### src/rtl/bin_to_sseg_digits_pkg.sv
// Shared types and constants for the binary to 7-segment digit converter.
// Segment codes are active-low {g,f,e,d,c,b,a}.
package bin_to_sseg_digits_pkg;

  typedef enum logic [1:0] {
    IDLE = 2'd0,
    CONV = 2'd1,
    LOAD = 2'd2
  } state_t;

  localparam logic [6:0] SEG_BLANK = 7'h7F;
  localparam logic [6:0] SEG_DASH  = 7'h3F;

  // Largest value that fits in four decimal digits.
  localparam int unsigned MAX_DISPLAY = 9999;

  // Double-dabble correction step: bump every BCD nibble of 5 or more by 3
  // so the following left shift carries correctly into the next decade.
  function automatic logic [15:0] bcd_add3(input logic [15:0] bcd);
    logic [15:0] adj;
    adj = bcd;
    for (int i = 0; i < 4; i++) begin
      if (bcd[4*i +: 4] >= 4'd5) begin
        adj[4*i +: 4] = bcd[4*i +: 4] + 4'd3;
      end
    end
    return adj;
  endfunction

endpackage

### src/rtl/bin_to_sseg_digits_bcd_to_sseg.sv
// Combinational BCD digit to active-low 7-segment code {g,f,e,d,c,b,a}.
// Codes 10..15 never reach a display and are shown blank.
module bcd_to_sseg
  import bin_to_sseg_digits_pkg::*;
(
  input  logic [3:0] bcd,
  output logic [6:0] seg
);

  always_comb begin
    case (bcd)
      4'd0:    seg = 7'h40;
      4'd1:    seg = 7'h79;
      4'd2:    seg = 7'h24;
      4'd3:    seg = 7'h30;
      4'd4:    seg = 7'h19;
      4'd5:    seg = 7'h12;
      4'd6:    seg = 7'h02;
      4'd7:    seg = 7'h78;
      4'd8:    seg = 7'h00;
      4'd9:    seg = 7'h10;
      default: seg = SEG_BLANK;
    endcase
  end

endmodule

### src/rtl/bin_to_sseg_digits.sv
// Sequential double-dabble converter feeding four 7-segment digit registers.
// Digit outputs change only when a conversion completes, never mid-conversion.
module bin_to_sseg_digits
  import bin_to_sseg_digits_pkg::*;
#(
  parameter int W        = 14,
  parameter bit BLANK_LZ = 1'b1
) (
  input  logic         clk,
  input  logic         reset,
  input  logic         start,
  input  logic [W-1:0] value,
  output logic         busy,
  output logic         done,
  output logic [6:0]   dig3,
  output logic [6:0]   dig2,
  output logic [6:0]   dig1,
  output logic [6:0]   dig0
);

  localparam int CW = (W > 1) ? $clog2(W) : 1;
  // Compare width wide enough to hold both the input and MAX_DISPLAY.
  localparam int VW = (W > 14) ? W : 14;

  state_t          state;
  logic [W-1:0]    bin_sr;
  logic [15:0]     bcd_sr;
  logic [CW-1:0]   bit_cnt;
  logic            ovf;

  logic [6:0]      seg_raw  [4];
  logic [6:0]      seg_next [4];
  logic [3:0]      lead_zero;

  for (genvar i = 0; i < 4; i++) begin : g_enc
    bcd_to_sseg u_enc (
      .bcd (bcd_sr[4*i +: 4]),
      .seg (seg_raw[i])
    );
  end

  // NOTE: every always_comb output is assigned on every path so no latch is inferred.
  always_comb begin
    lead_zero[3] = BLANK_LZ && (bcd_sr[15:12] == 4'd0);
    lead_zero[2] = lead_zero[3] && (bcd_sr[11:8] == 4'd0);
    lead_zero[1] = lead_zero[2] && (bcd_sr[7:4] == 4'd0);
    lead_zero[0] = 1'b0;
    for (int i = 0; i < 4; i++) begin
      if (ovf)               seg_next[i] = SEG_DASH;
      else if (lead_zero[i]) seg_next[i] = SEG_BLANK;
      else                   seg_next[i] = seg_raw[i];
    end
  end

  assign busy = (state != IDLE);

  // NOTE: sequential state uses non-blocking assignments so every register samples pre-edge values.
  always_ff @(posedge clk) begin
    if (reset) begin
      state   <= IDLE;
      done    <= 1'b0;
      dig3    <= SEG_BLANK;
      dig2    <= SEG_BLANK;
      dig1    <= SEG_BLANK;
      dig0    <= SEG_BLANK;
      bin_sr  <= '0;
      bcd_sr  <= '0;
      bit_cnt <= '0;
      ovf     <= 1'b0;
    end else begin
      done <= 1'b0;
      case (state)
        IDLE: begin
          if (start) begin
            bin_sr  <= value;
            bcd_sr  <= '0;
            bit_cnt <= CW'(W - 1);
            ovf     <= (VW'(value) > VW'(MAX_DISPLAY));
            state   <= CONV;
          end
        end
        CONV: begin
          {bcd_sr, bin_sr} <= {bcd_add3(bcd_sr), bin_sr} << 1;
          if (bit_cnt == '0) state <= LOAD;
          else               bit_cnt <= bit_cnt - CW'(1);
        end
        LOAD: begin
          dig3  <= seg_next[3];
          dig2  <= seg_next[2];
          dig1  <= seg_next[1];
          dig0  <= seg_next[0];
          done  <= 1'b1;
          state <= IDLE;
        end
        default: state <= IDLE;
      endcase
    end
  end

endmodule

### config.mk
export PLATFORM = sky130hd
export DESIGN_NAME = bin_to_sseg_digits
export DESIGN_NICKNAME = d
export VERILOG_FILES = /design/src/rtl/bin_to_sseg_digits_pkg.sv /design/src/rtl/bin_to_sseg_digits_bcd_to_sseg.sv /design/src/rtl/bin_to_sseg_digits.sv
export SDC_FILE = /design/constraint.sdc
export NUM_CORES = 1
export LEC_CHECK = 0
export CORE_MARGIN = 3
export CORE_UTILIZATION = 50
export DETAILED_ROUTE_END_ITERATION = 10
export MAX_ROUTING_LAYER = met4
export PLACE_DENSITY_LB_ADDON = 0.2
export SLEW_MARGIN = 25
export SYNTH_ARGS = -nofsm -noshare
export SYNTH_HDL_FRONTEND = slang
export SYNTH_SLANG_ARGS = --single-unit
### constraint.sdc
create_clock -name clk -period 5.8 [get_ports clk]
set_input_delay 0.58 -clock clk [delete_from_list [all_inputs] [get_ports clk]]
set_output_delay 0.58 -clock clk [all_outputs]
set_load 0.1 [all_outputs]
== Yosys cells after proc, flatten, opt, wreduce, memory -nomap -nowiden ==
Memories as Yosys holds them, arrays and structs flattened. A register that Yosys moved wholly into a read port is not among the register bits.
Cells that the tools add are included.

* Output and inout bits: 30
* Input port bits: 17
* Logic and storage cells: 72
* Memory bits (read-only): 448
* Register bits after elaboration: 66
* Memories: 4

{| class="wikitable"
|+ Memory list
! memory !! words !! width !! read ports !! clocked after memory_dff !! wr ports !! RTL line !! RTL
|-
| (no name shown) || 16 || 7 || 1 || 1 || 0 || bin_to_sseg_digits_bcd_to_sseg.sv:11 || <nowiki>case (bcd)</nowiki>
|-
| (no name shown) || 16 || 7 || 1 || 1 || 0 || bin_to_sseg_digits_bcd_to_sseg.sv:11 ||
|-
| (no name shown) || 16 || 7 || 1 || 1 || 0 || bin_to_sseg_digits_bcd_to_sseg.sv:11 ||
|-
| (no name shown) || 16 || 7 || 1 || 1 || 0 || bin_to_sseg_digits_bcd_to_sseg.sv:11 ||
|}

* $add $sub $neg: 5
* Equal/unequal tests: 5
* Reduce and logical (&&, ||, !) cells: 13
* Mux-type cells: 30
* $lt $le $gt $ge: 5

{| class="wikitable"
|+ Operators by type and width
! kind !! number
|-
| $mux W4 || 13
|-
| $mux W7 || 7
|-
| $pmux W16 S2 || 1
|-
| $pmux W14 S2 || 1
|-
| $ge A4 B3 Y1 const B || 4
|-
| $logic_not A4 Y1 || 4
|-
| $mux W16 || 1
|-
| $gt A14 B14 Y1 const B || 1
|-
| $mux W14 || 1
|-
| $add A4 B2 Y4 const B || 3
|-
| $pmux W4 S2 || 1
|-
| $ne A2 B2 Y1 const B || 3
|-
| $reduce_and A2 Y1 || 3
|-
| $mux W2 || 2
|-
| $pmux W2 S2 || 1
|-
| $reduce_bool A2 Y1 || 2
|-
| $sub A4 B1 Y4 const B || 1
|-
| $add A3 B2 Y3 const B || 1
|-
| $mux W3 || 1
|-
| $reduce_and A3 Y1 || 1
|-
| $eq A2 B1 Y1 const B || 1
|-
| $eq A2 B2 Y1 const B || 1
|-
| $logic_and A1 B1 Y1 || 2
|-
| $logic_not A2 Y1 || 1
|-
| $mux W1 || 1
|}

== Logic depth before layout (Yosys ltp) ==
Gate-level depths: netlist (run 1).

* Word-level depth: 5
* Gate-level depth with buffers: 11
* Depth with buffers taken out: 11

== By module ==
From an unflattened synthesis (run 1), not the netlist that was laid out.

* Cell total of the unflattened synthesis: 490
* Area total of the unflattened synthesis: 3911.3 um2

{| class="wikitable"
|+ By module, submodules not included
! module !! seq. area each (um2) !! instances !! cells an instance !! area an instance (um2)
|-
| bin_to_sseg_digits || 1321.3 || 1 || 360 || 3080.5
|-
| bcd_to_sseg at g_enc[1].u_enc ... || 0.0 || 3 || 33 || 210.2
|-
| bcd_to_sseg at g_enc[0].u_enc || 0.0 || 1 || 31 || 200.2
|}

== Worst setup path after synthesis (run 1) ==
Ideal clock, no wire load.

* Path type: register to register
* From: register bcd_sr[1]
* To: register, netlist name g_enc[0].u_enc.seg[5]
* Path buffers: 0
* Path slack: 3.564 ns
* Period minus slack after synthesis: 2.236 ns
* Setup time: 0.060 ns
* Required time: 5.740 ns
* Arrival time: 2.176 ns
* Cell stages (with the launch flop): 12
* Cell sequence: dfxtp_1 > inv_1 > ha_1 > nand2b_1 > a2111oi_1 > nor3_2 > nor2_1 > inv_1 > ha_1 > and2_1 > a31oi_1 > o311a_1

* Longest elaborated chain between the ends: 5
* Elaborated cells on any way between the ends: 6
* Those cells by class: add/sub (1); order compare (1); mux (4)

{| class="wikitable"
|+ RTL lines
! what !! RTL line !! RTL
|-
| start, declared || bin_to_sseg_digits.sv:27 || <nowiki>logic [15:0] bcd_sr;</nowiki>
|-
| start signal, assigned || bin_to_sseg_digits.sv:83 || <nowiki>{bcd_sr, bin_sr} <= {bcd_add3(bcd_sr), bin_sr} << 1;</nowiki>
|-
| $add A4 B2 Y4 / $ge A4 B3 Y1 (equally long branches) || bin_to_sseg_digits_pkg.sv:24, bin_to_sseg_digits_pkg.sv:23 ||
|-
| $mux W4 || bin_to_sseg_digits_pkg.sv:23 || <nowiki>if (bcd[4*i +: 4] >= 4'd5) begin</nowiki>
|-
| $pmux W16 S2 || bin_to_sseg_digits.sv:72 || <nowiki>case (state)</nowiki>
|-
| $mux W4 (no line) (*) (2 in a row) || n/a ||
|}

Every way passes the cells marked *; elsewhere a longest branch is shown, timed or not.
A chain may end at the register's enable or synchronous reset.

== Worst setup path in the final report (run 1) ==
* From: register state[0]
* To: register, netlist name g_enc[2].u_enc.seg[1]

* Longest elaborated chain between the ends: 5
* Elaborated cells on any way between the ends: 8
* Those cells by class: eq/ne (2); mux (3); reduce/logical (3)

{| class="wikitable"
|+ RTL lines
! what !! RTL line !! RTL
|-
| start, declared || bin_to_sseg_digits.sv:25 || <nowiki>state_t state;</nowiki>
|-
| start signal, assigned || bin_to_sseg_digits.sv:60 || <nowiki>state <= IDLE;</nowiki>
|-
| start signal, assigned || bin_to_sseg_digits.sv:79 || <nowiki>state <= CONV;</nowiki>
|-
| start signal, assigned || bin_to_sseg_digits.sv:84 || <nowiki>if (bit_cnt == '0) state <= LOAD;</nowiki>
|-
| $eq A2 B1 Y1 / $logic_not A2 Y1 (equally long branches) || bin_to_sseg_digits.sv:72 ||
|-
| $reduce_bool A2 Y1 (no line) / $ne A2 B2 Y1 (equally long branches) || n/a ||
|-
| $reduce_and A2 Y1 (no line) || n/a ||
|-
| $mux W4 (no line) (*) (2 in a row) || n/a ||
|}

Marks and branches as above.

==> flow_metrics.env, run 1 <==
export IMPL_dpl_instance_area_um2=5130
export IMPL_min_to="dig1[5]$_SDFFE_PP1P_"
export IMPL_drc=0
export IMPL_drt_iter0_drc=215
export IMPL_synth_top_area_share=0.403
export IMPL_status="finished clean"
export IMPL_synth_top_area_cell="dfxtp_1"
export IMPL_holdCritStartpoint="g_enc[1].u_enc.seg[5]$_DFF_P_"
export IMPL_numCtsBuffers=9
export IMPL_post_place_ws_ns=2.75
export IMPL_switching_share=0.298
export IMPL_vias_per_cell=5.84
export IMPL_synth_warnings=0
export IMPL_fmax_mhz=324
export IMPL_clk_latency_ns=0.35
export IMPL_critPathKind="reg2reg"
export IMPL_clkTransAtPathRegs_ns=0.10
export IMPL_grt_pass1_wl_um=16700
export IMPL_cts_resized=0
export IMPL_powerDensity_nw_per_um2=238
export IMPL_layout_cells_non_filler=672
export IMPL_fin_hold_ws_ns=0.449
export IMPL_dr_pass1_iters=5
export IMPL_r2r_setup_slack_ns=2.72
export IMPL_r2r_start="state[0]$_SDFFE_PP0P_"
export IMPL_seq_area_um2=1880
export IMPL_avgSynthCellArea_um2=8.77
export IMPL_max_vdd_ir_drop_uv=149
export IMPL_rr_endpoint="g_enc[2].u_enc.seg[1]$_DFF_P_"
export IMPL_synth_seq_cells=94
export IMPL_path_cells="and2b_1 > o21ai_0 > a21oi_1 > inv_1 > ha_1 > nor2_1 > a22oi_1 > nor2_1"
export IMPL_ys_dominant_reg_cell="dfxtp_1"
export IMPL_period_share=0.532
export IMPL_n_fill_cell=795
export IMPL_r2r_cells=8
export IMPL_yosysMostFrequentCell="dfxtp_1"
export IMPL_ys_types=69
export IMPL_wl_per_cell_um=15.1
export IMPL_cp_start_kind="register"
export IMPL_io_buffers=46
export IMPL_final_util=0.598
export IMPL_drv_cap=0
export IMPL_netlist_top_cells_count="94 x dfxtp_1, 62 x nand2_1, 47 x nor2_1"
export IMPL_slew_headroom=0.349
export IMPL_rsz0062_at_grt="no"
export IMPL_layout_setup_ws_ns=2.72
export IMPL_ioPinCount=47
export IMPL_root_buffer="clkbuf_8"
export IMPL_cp_data_required_time_ns=6.09
export IMPL_area_growth_pct=13.8
export IMPL_gp_congestion=0.895
export IMPL_die_area_um2=10500
export IMPL_drive_above_1_share=0.0851
export IMPL_power_mw=1.27
export IMPL_die_h_um=103
export IMPL_synth_edf_count=0
export IMPL_dp_final_hpwl_um=7000
export IMPL_power_frac_seq=0.542
export IMPL_diodes=0
export IMPL_async_flop_share=0
export IMPL_holdPathStages=2
export IMPL_grt_max_degree=50
export IMPL_initial_core_util=0.526
export IMPL_post_place_cells=656
export IMPL_wl_um=10200
export IMPL_holdCritPathClass="reg2reg"
export IMPL_ys_seq_area_frac=0.403
export IMPL_setup_viol=0
export IMPL_synthTopCellsByArea="dfxtp_1 40%, ha_1 8.3%, nand2_1 5.0%"
export IMPL_syn_cell_area_um2=4670
export IMPL_placementRows=34
export IMPL_fin_worst_skew_ns=0.0135
export IMPL_gr_usage_all_layers=0.201
export IMPL_multi_input_area_um2=2520
export IMPL_crit_path_frequent_cell="nor2_1"
export IMPL_grt_pass1_vias=3611
export IMPL_vias=3925
export IMPL_fin_nets=607
export IMPL_finalHoldViolCount=0
export IMPL_critPathSlowestCell="and2b_1"
export IMPL_p_clk_frac=0.325
export IMPL_cpPeakStageDelay_ns=0.82
export IMPL_hold_buffers=0
export IMPL_p_switching_uw=378
export IMPL_antenna_left=0
export IMPL_core_region_area_um2=8890
export IMPL_fin_crit_ns=3.08
export IMPL_synthCells=533
export IMPL_p_int_uw=890
export IMPL_post_cts_setup_buffers=0
export IMPL_setup_tns_ns=0
export IMPL_slew_violations=0
export IMPL_cp_max_fo=26
export IMPL_cellLeakagePower_nw=2.08
export IMPL_combPwrFrac=0.133
export IMPL_htree_levels=3
export IMPL_fp_dieW_um=103
export IMPL_antenna_found_initial=0
export IMPL_gr_total_overflow=0
export IMPL_worst_pin_slew_ns=0.974
export IMPL_clkSinkCount=94
export IMPL_cp_data_arrival_time_ns=3.37
export IMPL_stdcell_area_um2=5320
export IMPL_clk_path_buf_depth=2
export IMPL_synth_nets=581
export IMPL_cts_tree="built"
export IMPL_cp_end_kind="register"
## how the worst max path moves through the flow
stage                                          to  slack [ns]  cells after the start              startpoint
CTS                 g_enc[3].u_enc.seg[3]$_DFF_P_        2.73                      7   state[0]$_SDFFE_PP0P_
detailed placement  g_enc[3].u_enc.seg[3]$_DFF_P_        2.75                      7   state[0]$_SDFFE_PP0P_
floorplan           g_enc[0].u_enc.seg[5]$_DFF_P_        3.56                     11  bcd_sr[1]$_SDFFE_PP0N_
finish              g_enc[2].u_enc.seg[1]$_DFF_P_        2.72                      8   state[0]$_SDFFE_PP0P_
global route        g_enc[3].u_enc.seg[3]$_DFF_P_        2.37                      7   state[0]$_SDFFE_PP0P_
global placement    g_enc[3].u_enc.seg[3]$_DFF_P_        2.83                      7   state[0]$_SDFFE_PP0P_
## layout by cell type (no fill, tap or decap), types with 4 or more instances in the layout
cell / instances
clkbuf_8: 9
and3_1: 5
o21ai_0: 18
nor2_1: 47
inv_1: 21
nand3_1: 6
o22ai_1: 18
a2111oi_1: 5
clkinv_4: 4
dfxtp_1: 94
clkdlybuf4s50_1: 45
a2111oi_0: 4
nor3b_1: 6
and2_1: 9
a21oi_1: 22
nand2b_1: 13
inv_2: 5
nor4_1: 4
ha_1: 31
o21a_1: 5
nand2_1: 62
nor3_1: 29
a211o_1: 7
a211oi_2: 6
a311oi_1: 17
## worst max-delay path, delay by kind of cell, from the launching register on
family / cells / cell delay (ns)
compound gates: 3 / 0.74
fa+ha+maj: 1 / 0.33
flops: 1 / 0.71
buf+inv: 1 / 0.16
simple gates: 3 / 1.09
## cells by family after synthesis
kind of cell / synth area share
AOI/OAI and AO/OA: 0.224
adders and majority gates: 0.0830
buffers and inverters: 0.0570
DFF: 0.403
muxes: 0.00776
and+or+nand+nor: 0.226
## metal layers
| layer | global-route usage | wire length, um |
|---|---|---|
| met5 | - | 0 |
| met3 | 0.0311 | 354 |
| met1 | 0.248 | 4840 |
| met2 | 0.337 | 4840 |
| met4 | 0.0656 | 110 |
## power groups by stage
| stage | Clock, mW | Sequential, mW | Combinational [mW] |
|---|---|---|---|
| floorplan | 0 | 0.719 | 0.110 |
| global placement | 0 | 0.701 | 0.166 |
| detailed placement | 0 | 0.702 | 0.169 |
| CTS | 0.423 | 0.687 | 0.170 |
| global route | 0.449 | 0.691 | 0.185 |
| finish | 0.413 | 0.687 | 0.168 |
## final cells by class
class,instances,share of cell area
flip-flops and latches,94,0.354
clock inverters,7,0.0125
inverters,28,0.0202
repair buffers,49,0.0899
well taps,108,0.0254
clock buffers,9,0.0233
multi-input cells,377,0.475
## sequential cells by signal, summed over array words and instances, names as in the netlist
signal	count
bcd_sr	16
bin_sr	14
bit_cnt	4
dig0	7
dig1	7
dig2	7
dig3	7
done	1
g_enc.u_enc.seg	28
ovf	1
state	2
(Power assumes the default switching activity.)
==> run 2, diff against run 1 <==
- clock period: 5.8 -> 3 ns (I/O delays scaled with it)
==> run 2 against run 1 <==
Net effect: flip-flop and latch count unchanged; final cell count increased by 0.89%; non-clock buffer count up 6; via count shrank 0.79%; critical path depth unchanged; first-iteration DRC count shrank 25%; critical path type unchanged; highest routed layer unchanged.
==> flow_metrics.env, run 2 (same netlist as run 1, synthesis figures left out) <==
export IMPL_cts_tree="built"
export IMPL_fmax_mhz=387
export IMPL_cp_start_kind="register"
export IMPL_placementRows=34
export IMPL_worst_pin_slew_ns=0.972
export IMPL_r2r_start="state[0]$_SDFFE_PP0P_"
export IMPL_cts_resized=0
export IMPL_drv_cap=0
export IMPL_final_common_cell="dfxtp_1"
export IMPL_hold_buffers=0
export IMPL_core_region_area_um2=8890
export IMPL_die_h_um=103
export IMPL_cp_data_required_time_ns=3.25
export IMPL_dp_final_hpwl_um=7400
export IMPL_clk_path_buf_depth=2
export IMPL_gr_total_overflow=0
export IMPL_grt_pass1_vias=3742
export IMPL_root_buffer="clkbuf_8"
export IMPL_ioPinCount=47
export IMPL_wl_um=10300
export IMPL_htree_levels=3
export IMPL_post_cts_setup_buffers=0
export IMPL_finalHoldViolCount=0
export IMPL_setup_tns_ns=0
export IMPL_fp_dieW_um=103
export IMPL_holdCritStartpoint="reset"
export IMPL_grt_pass1_wl_um=17400
export IMPL_holdCritPathClass="in2reg"
export IMPL_clkTransAtPathRegs_ns=0.10
export IMPL_layout_cells_non_filler=678
export IMPL_setup_viol=0
export IMPL_layout_common_cells="94 x dfxtp_1, 62 x nand2_1, 47 x nor2_1, 36 x buf_4, 31 x ha_1"
export IMPL_cp_end_kind="register"
export IMPL_wl_per_cell_um=15.2
export IMPL_post_place_ws_ns=0.260
export IMPL_critPathSlowestCell="o21bai_4"
export IMPL_initial_core_util=0.526
export IMPL_max_vdd_ir_drop_uv=298
export IMPL_slew_headroom=0.350
export IMPL_rsz0062_at_grt="no"
export IMPL_n_fill_cell=772
export IMPL_drt_iter0_drc=162
export IMPL_vias=3894
export IMPL_cp_max_fo=19
export IMPL_path_cells="buf_4 > o21bai_4 > nand2_1 > a21oi_1 > inv_1 > ha_1 > nor4_1 > nor3_1"
export IMPL_fin_nets=613
export IMPL_post_place_cells=662
export IMPL_status="finished clean"
export IMPL_powerDensity_nw_per_um2=489
export IMPL_startpoint="state[0]$_SDFFE_PP0P_"
export IMPL_clkSinkCount=94
export IMPL_critPathKind="reg2reg"
export IMPL_numCtsBuffers=9
export IMPL_drive_above_1_share=0.144
export IMPL_layout_setup_ws_ns=0.417
export IMPL_drc=0
export IMPL_diodes=0
export IMPL_cellLeakagePower_nw=2.11
export IMPL_gp_congestion=0.932
export IMPL_fin_worst_skew_ns=0.00966
export IMPL_r2r_setup_slack_ns=0.42
export IMPL_dr_pass1_iters=5
export IMPL_cpPeakStageDelay_ns=0.48
export IMPL_die_area_um2=10500
export IMPL_io_buffers=46
export IMPL_vias_per_cell=5.74
export IMPL_area_growth_pct=14.2
export IMPL_cp_data_arrival_time_ns=2.84
export IMPL_gr_usage_all_layers=0.211
export IMPL_antenna_found_initial=0
export IMPL_holdPathStages=2
export IMPL_largest_register_ff_count=28
export IMPL_fin_crit_ns=2.58
export IMPL_grt_max_degree=32
export IMPL_period_share=0.861
export IMPL_slew_violations=0
export IMPL_antenna_left=0
export IMPL_clk_latency_ns=0.36
export IMPL_power_mw=2.61
export IMPL_r2r_cells=8
## run 2: cell types whose count changed in the layout (fill, tap and decap cells not counted)
cell,change
buf_4,+33
clkdlybuf4s50_1,-27
bufinv_16,+2
clkinv_4,-2
clkinvlp_4,+1
inv_8,-1
nor2b_1,-1
nor2b_2,+1
## run 2: area by class of cell
cell class,instances,area (um2),share of cell area
Tap cell,108,135,0.0253
Timing Repair Buffer,55,455,0.0853
Multi-Input combinational cell,377,2530,0.474
Clock inverter,7,105,0.0197
Clock buffer,9,124,0.0232
Sequential cell,94,1880,0.353
Inverter,28,108,0.0202
## run 2: report_power, final
| group | internal [mW] | total (mW) | switching (mW) |
|---|---|---|---|
| registers | 1.29 | 1.33 | 0.0337 |
| logic | 0.114 | 0.342 | 0.227 |
| clock network | 0.481 | 0.944 | 0.463 |
## run 2: worst max-delay path: cells and delay by family, from the launching register on
family | cells | cell delay (ns)
AO/OA/AOI/OAI | 2 | 0.81
AND/OR/NAND/NOR | 3 | 0.53
flip-flops | 1 | 0.44
buffers and inverters | 2 | 0.37
adder cells (fa/ha/maj) | 1 | 0.33
## run 2: path summary, 6_finish.rpt
path,endpoint
max,g_enc[3].u_enc.seg[3]$_DFF_P_
min,done$_SDFF_PP0_
max reg2reg,g_enc[3].u_enc.seg[3]$_DFF_P_
min reg2reg,dig2[1]$_SDFFE_PP1P_
## run 2: metal layers
| metal | up-vias | wire length [um] | GRT usage |
|---|---|---|---|
| li1 | 1985 | - | - |
| met1 | 1842 | 4930 | 0.265 |
| met2 | 59 | 4940 | 0.353 |
| met3 | 8 | 314 | 0.0372 |
| met4 | 0 | 85 | 0.0494 |
| met5 | - | 0 | - |
## run 2: stage by stage
stage	util	hold WS (ns)	cell area, um2
global placement	0.574	0.420	5100
finish	0.600	0.355	5340
detailed placement	0.574	0.432	5100
CTS	0.600	0.329	5330
floorplan	-	0.418	4670
global route	0.600	0.377	5340
==> run 3, diff against run 2 <==
- SETUP_SLACK_MARGIN: default -> 0.5
==> run 3 against run 2 <==
Net effect: flip-flop and latch count unchanged; sequential share of layout area down 0.75 points; worst setup slack better by 0.24 ns; worst hold slack better by 0.0039 ns; clock power about the same; wire length increased by 1.8%; die area unchanged; design area up 2.5%; via count is 1.3% higher; largest cell class unchanged; largest power group unchanged.
==> flow_metrics.env, run 3 (same netlist as run 1, synthesis figures left out) <==
export IMPL_period_share=0.780
export IMPL_fin_worst_skew_ns=0.0112
export IMPL_largest_register_ff_count=28
export IMPL_cpPeakStageDelay_ns=0.40
export IMPL_cp_data_arrival_time_ns=2.59
export IMPL_stdcell_area_um2=5470
export IMPL_area_growth_pct=17.1
export IMPL_final_common_cell="dfxtp_1"
export IMPL_vias=3944
export IMPL_vias_per_cell=5.76
export IMPL_wl_per_cell_um=15.3
export IMPL_dr_pass1_iters=4
export IMPL_fmax_mhz=427
export IMPL_rsz0062_at_grt="yes"
export IMPL_gr_usage_all_layers=0.213
export IMPL_antenna_left=0
export IMPL_numCtsBuffers=9
export IMPL_combPwrFrac=0.136
export IMPL_fin_hold_ws_ns=0.359
export IMPL_power_mw=2.63
export IMPL_drive_above_1_share=0.179
export IMPL_placementRows=34
export IMPL_cp_max_fo=5
export IMPL_worst_pin_slew_ns=0.972
export IMPL_gp_congestion=0.932
export IMPL_htree_levels=3
export IMPL_drt_iter0_drc=157
export IMPL_layout_common_cells="91 x dfxtp_1, 62 x nand2_1, 46 x nor2_1, 43 x buf_4, 31 x ha_1"
export IMPL_layout_setup_ws_ns=0.660
export IMPL_holdCritPathClass="in2reg"
export IMPL_cp_start_kind="register"
export IMPL_switching_share=0.279
export IMPL_fin_nets=620
export IMPL_root_buffer="clkbuf_8"
export IMPL_p_clk_frac=0.360
export IMPL_critPathSlowestCell="dfxtp_1"
export IMPL_grt_pass1_wl_um=17500
export IMPL_p_switching_uw=735
export IMPL_cp_num_buf_inv=2
export IMPL_dp_final_hpwl_um=7400
export IMPL_p_int_mw=1.90
export IMPL_clk_path_buf_depth=2
export IMPL_fp_dieW_um=103
export IMPL_core_region_area_um2=8890
export IMPL_hold_buffers=0
export IMPL_post_place_ws_ns=0.260
export IMPL_setup_tns_ns=0
export IMPL_setup_viol=0
export IMPL_powerDensity_nw_per_um2=481
export IMPL_post_place_cells=662
export IMPL_die_h_um=103
export IMPL_power_frac_seq=0.504
export IMPL_drc=0
export IMPL_cellLeakagePower_nw=2.16
export IMPL_critPathKind="reg2reg"
export IMPL_final_util=0.615
export IMPL_antenna_found_initial=0
export IMPL_gr_total_overflow=0
export IMPL_path_cells="inv_1 > ha_1 > nor2b_1 > nor3_1 > o21ai_0 > a21oi_2 > inv_1 > ha_1 > nor4_2 > nor3_1"
export IMPL_die_area_um2=10500
export IMPL_grt_max_degree=32
export IMPL_ioPinCount=47
export IMPL_slew_violations=0
export IMPL_layout_cells_non_filler=685
export IMPL_grt_pass1_vias=3767
export IMPL_dpl_instance_area_um2=5100
export IMPL_cts_tree="built"
export IMPL_clkTransAtPathRegs_ns=0.10
export IMPL_clk_latency_ns=0.36
export IMPL_initial_core_util=0.526
export IMPL_fin_crit_ns=2.34
export IMPL_slew_headroom=0.350
export IMPL_wl_um=10500
export IMPL_cp_data_required_time_ns=3.25
export IMPL_cp_end_kind="register"
export IMPL_drv_cap=0
export IMPL_crit_family="simple AND/OR/NAND/NOR gates"
export IMPL_io_buffers=46
export IMPL_max_vdd_ir_drop_uv=302
export IMPL_clkSinkCount=94
export IMPL_status="finished clean"
export IMPL_finalHoldViolCount=0
export IMPL_diodes=0
## run 3: cell types whose count changed in the layout (fill, tap and decap cells not counted), sizes merged
cell,change
buf,+7
## run 3: repair_timing
item / in CTS / in global routing
gates cloned: 0 / 0
pin swaps: 1 / 3
buffers inserted: 3 / 4
endpoints found under the setup margin: 6 / 20
gates resized for setup: 3 / 16
## run 3: final cells by class
| type | count | area [um2] |
|---|---|---|
| fill | 764 | 3420 |
| multi-input combinational | 377 | 2600 |
| sequential | 94 | 1890 |
| timing repair buffer | 62 | 508 |
| tap | 108 | 135 |
| clock buffer | 9 | 124 |
| inverter | 28 | 108 |
| clock inverter | 7 | 105 |
## run 3: worst reg2reg max path: stages (launching register included)
cell and delay [ns]:
dfxtp_1 0.40, inv_1 0.11, ha_1 0.23, nor2b_1 0.15, nor3_1 0.15, o21ai_0 0.17, a21oi_2 0.26, inv_1 0.12
ha_1 0.33, nor4_2 0.26, nor3_1 0.06
## run 3: worst paths after layout
path,startpoint,endpoint,slack (ns),depth (start not counted)
setup / recovery,bcd_sr[9]$_SDFFE_PP0N_,g_enc[3].u_enc.seg[3]$_DFF_P_,0.66,10
hold / removal,reset,done$_SDFF_PP0_,0.36,2
setup reg to reg,bcd_sr[9]$_SDFFE_PP0N_,g_enc[3].u_enc.seg[3]$_DFF_P_,0.66,10
hold reg to reg,g_enc[2].u_enc.seg[1]$_DFF_P_,dig2[1]$_SDFFE_PP1P_,0.45,2
## run 3: layer usage
| layer | vias to the layer above | track usage | routed length (um) |
|---|---|---|---|
| li1 | 2000 | - | - |
| met1 | 1874 | 0.267 | 5010 |
| met2 | 62 | 0.358 | 5030 |
| met3 | 8 | 0.0372 | 343 |
| met4 | 0 | 0.0464 | 63 |
| met5 | - | - | 0 |
## run 3: power groups by stage
| stage | Combinational, mW | Sequential (mW) | Clock (mW) |
|---|---|---|---|
| 6_report | 0.358 | 1.33 | 0.946 |
| 2_1_floorplan | 0.213 | 1.39 | 0 |
| 3_5_place_dp | 0.342 | 1.36 | 0 |
| 3_3_place_gp | 0.334 | 1.35 | 0 |
| 4_1_cts | 0.354 | 1.33 | 0.971 |
| 5_1_grt | 0.394 | 1.33 | 1.02 |
